$ cat src/rtl/tdm_pkg.sv
// tdm_pkg: channel count, select width, state and channel types shared by the TDM mux and demux ends
package tdm_pkg;
    localparam int NUM_CH = 8;
    localparam int SEL_W = 3;
    typedef enum logic {IDLE, SEND} state_t;
    typedef logic [SEL_W-1:0] ch_t;
endpackage

$ cat src/rtl/mux_8x1.sv
// mux_8x1: combinational selection of one bit of the held word by channel number
module mux_8x1
    import tdm_pkg::*;
(
    input  logic [NUM_CH-1:0] d,
    input  ch_t               sel,
    output logic              y
);
    assign y = d[sel];
endmodule

$ cat src/rtl/tdm_mux_8x1.sv
// tdm_mux_8x1: serialises an accepted 8-bit word onto one line, one channel per cycle, with registered outputs
module tdm_mux_8x1
    import tdm_pkg::*;
(
    input  logic       clk,
    input  logic       rst,
    input  logic [7:0] d,
    input  logic       load,
    output logic       ready,
    output logic       i,
    output logic       s0,
    output logic       s1,
    output logic       s2,
    output logic       out_valid,
    output logic       frame
);
    state_t state, state_n;
    ch_t ch, ch_n;
    logic [NUM_CH-1:0] hold, hold_n;
    logic accept, last, bit_n;
    assign last = ch == ch_t'(NUM_CH - 1);
    assign accept = load && ready;
    always_comb begin
        state_n = (state == IDLE || last) ? (accept ? SEND : IDLE) : SEND;
        ch_n = (state == SEND && !last) ? ch + 1'b1 : '0;
        hold_n = accept ? d : hold;
    end
    // outputs are computed from the next-cycle state so they line up with state/ch after the edge
    mux_8x1 u_mux (.d(hold_n), .sel(ch_n), .y(bit_n));
    always_ff @(posedge clk) begin
        if (rst) begin
            state <= IDLE;
            ch <= '0;
            hold <= '0;
            ready <= 1'b0;
            i <= 1'b0;
            {s2, s1, s0} <= '0;
            out_valid <= 1'b0;
            frame <= 1'b0;
        end else begin
            state <= state_n;
            ch <= ch_n;
            hold <= hold_n;
            ready <= state_n == IDLE || ch_n == ch_t'(NUM_CH - 1);
            i <= state_n == SEND && bit_n;
            {s2, s1, s0} <= ch_n;
            out_valid <= state_n == SEND;
            frame <= state_n == SEND && ch_n == '0;
        end
    end
endmodule
$ cat config.mk
export PLATFORM = sky130hd
export DESIGN_NAME = tdm_mux_8x1
export DESIGN_NICKNAME = d
export VERILOG_FILES = /design/src/rtl/tdm_pkg.sv /design/src/rtl/mux_8x1.sv /design/src/rtl/tdm_mux_8x1.sv
export SDC_FILE = /design/constraint.sdc
export NUM_CORES = 1
export LEC_CHECK = 0
export CELL_PAD_IN_SITES_DETAIL_PLACEMENT = 1
export CELL_PAD_IN_SITES_GLOBAL_PLACEMENT = 1
export CORE_AREA = 2 2 48 50
export DETAILED_ROUTE_END_ITERATION = 8
export DIE_AREA = 0 0 50 52
export PLACE_DENSITY = 0.68
export SYNTH_ARGS = -nofsm -noshare
export SYNTH_HDL_FRONTEND = slang
export SYNTH_SLANG_ARGS = --single-unit
$ cat constraint.sdc
create_clock -name clk -period 2.51 [get_ports clk]
set_input_delay 0.753 -clock clk [delete_from_list [all_inputs] [get_ports clk]]
set_output_delay 0.753 -clock clk [all_outputs]
set_load 0.05 [all_outputs]
==> results <==
-- power by group --
group | total, mW | internal [mW] | switching (mW) | leakage [nW]
Combinational | 0.0989 | 0.0459 | 0.0530 | 0.233
Clock | 0.139 | 0.0618 | 0.0772 | 0.0150
Sequential | 0.258 | 0.250 | 0.00833 | 0.122
-- worst paths after layout --
path / depth (start not counted) / slack, ns / endpoint
min: 2 / 0.47 / hold[3]
max reg2reg: 7 / 0.53 / i
max: 1 / 0.17 / s0
min reg2reg: 2 / 0.47 / hold[3]
-- routing by layer --
layer / routed length, um / GRT usage
met5: 0 / 0
met1: 671 / 0.178
met2: 690 / 0.228
met4: 23 / 0.0694
met3: 67 / 0.0172
-- flip-flops by register name, summed over array words and instances, names as in the netlist --
name,flops
ch,2
frame,1
hold,8
i,1
ready,1
s2,1
state,1
-- synth_stat cells --
cell type / number / area [um2]
a211oi_2: 1 / 12.5
a21oi_1: 7 / 35.0
a221oi_1: 1 / 8.76
a22oi_1: 1 / 7.51
and2_1: 1 / 6.26
and2b_1: 1 / 7.51
buf_6: 1 / 11.3
clkbuf_1: 1 / 3.75
dfxtp_1: 15 / 300
ha_1: 2 / 25.0
inv_1: 1 / 3.75
mux2_2: 1 / 11.3
mux2i_1: 4 / 40.0
mux4_2: 2 / 45.0
nand2_1: 6 / 22.5
nand2_2: 1 / 6.26
nand2b_1: 1 / 6.26
nand2b_4: 1 / 13.8
nand3_1: 5 / 25.0
nand3b_1: 2 / 15.0
nor2_1: 7 / 26.3
nor2b_1: 2 / 12.5
nor3_1: 2 / 10.0
o211ai_2: 1 / 12.5
-- through the flow --
stage                     instance area, um2  hold WS, ns   util  setup slack [ns]
final                                    900        0.469  0.427             0.171
after floorplan                          668        0.427      -             0.352
after global placement                   873        0.440  0.415             0.159
after global routing                     900        0.507  0.427             0.112
after detailed placement                 873        0.457  0.415             0.111
after CTS                                900        0.472  0.427             0.155
-- cells by family after synthesis --
logic type,Yosys count
buffers and inverters,3
adders and majority gates,2
muxes,7
DFF,15
AOI/OAI and AO/OA,11
and+or+nand+nor,29
-- cell type report --
cell class	instances	area (um2)	share of cell area
clock buffer	4	26.3	0.0292
tap	28	35.0	0.0389
sequential	15	300	0.334
inverter	1	3.75	0.00417
multi-input combinational	49	349	0.388
timing repair buffer	19	185	0.206
==> summary.md <==
| Metric | Value |
|---|---|
| Crit-path max FO | 7 |
| Synthesis Warnings | 0 |
| Gr usage total | 0.139 |
| Worst vdd ir | 0.000233 V |
| Tmin final | 2.34 ns |
| Gate Count Post-Synth | 67 |
| Final cell count without fillers | 116 |
| Hold crit path type | flip-flop to flip-flop |
| Worst EP arrival | 1.59 ns |
| Clock Latency Late Sink | 0.28 ns |
| Max incr delay on CP | 0.85 ns |
| Fillers | 247 |
| Setup_tns | 0 ns |
| DRT iter0 DRCs | 5 |
| Fin. Hold Viols | 0 |
| Outcome | finished, final reports clean |
| GP Congestion | a little over 0.7 |
| Post-synthesis xor/xnor area fraction | 0 |
| Number of routed nets with antenna violations | 0 |
| Clock skew | 0.00295 ns |
| Cts repair resizes | 0 |
| Mux share of post-synthesis cell area | 0.144 |
| Post-synthesis net count | 80 |
| Data required, critical path | 1.76 ns |
| Initial antenna violation count | 0 |
| Placed cells | around 110 |
| Crit. Startpoint | ch[0] |
| WL final | 1450 um |
| Post-Synth Simple-Gate Area | 0.227 |
| Die footprint | about 2600 um2 |
| HP Start | hold[3] |
| Vias in the first global route | 617 |
| Die Wd | ~50 um |
| Pins over their slew limit | 0 |
| LEAKAGE | 0.370 nW |
| Total CTS buffers | 3 |
| Starting Density | 0.317 |
| Setup repair bufs after CTS | 0 |
| GRT overflow | 0 |
| Largest net degree at the start of global routing | 15 |
| Critical path's slowest cell | clkdlybuf4s50_1 |
| Max Fclk | 427 MHz |
| Avg WL per Cell | about 13 um |
| CTS root buf | clkbuf_4 |
| RSZ-0062 raised after global routing | no |
| I/O pin total | 18 |
| CTS tree | built |
| Most frequent cells in the layout | clkdlybuf4s50_1 (17), dfxtp_1 (15), nor2_1 (7), a21oi_1 (7), nand2_1 (6) |
| Synth unique cells | 24 |
| Pwr Density | 551 nW/um2 |
| Num Clock Sinks | 15 |
| Synthesized area | about 670 um2 |
| CP endpoint kind | output port |
| Vias per cell | around 4.9 |
| Reg clk slew, reported paths | 0.09 ns |
| DR vias | approximately 560 |
| Count of input and output buffers | 17 |
| Synthesized area per cell | 9.97 um2 |
| Core Rows | 17 |
| H-tree Lvls | 1 |
| Power, Total | 0.496 mW |
| Crit path max-delay family | buffers and inverters |
| Area Overhead vs Synth | 34.6% |
| Max_slew headroom | 0.665 |
| Critical path buffer and inverter count | 1 |
| Reg2Reg Launch Point | ch[0] |
| Compound-Gate Fraction of Synth Area | 0.114 |
| Adder-Cell Fraction of Synth Area | 0.0375 |
| Diodes inserted | 0 |
| Final net count | 102 |
| Worst-margin pin slew | 0.501 ns |
| Die Height | 52 um |
| Core Area | 2110 um2 |
| TritonRoute pass-1 iters | 4 |
| Max clock buf depth | 2 |
| Register area share after synthesis | 0.449 |
| Crit-path cells | clkdlybuf4s50_1 |
| Max-cap violations | 0 |
| Share of cells above drive strength 1 | 0.136 |
| #FFs+latches synth | 15 |
| Final Setup Violations | 0 |
| First-pass GRT wire length | 2750 um |
| Final period util | 0.932 |
| Largest family of logic cells by synthesized area | simple AND/OR/NAND/NOR gates |
| Crit Path Category | flip-flop to output port |
| Commonest non-fill, non-tap cell in the layout | clkdlybuf4s50_1 |
| Startpoint type of the worst setup path | flip-flop |
| Cts hold-fix bufs | 0 |
| Drt drc | 0 |
| Detail Placement HPWL | about 1100 um |
(Power assumes the default switching activity.)
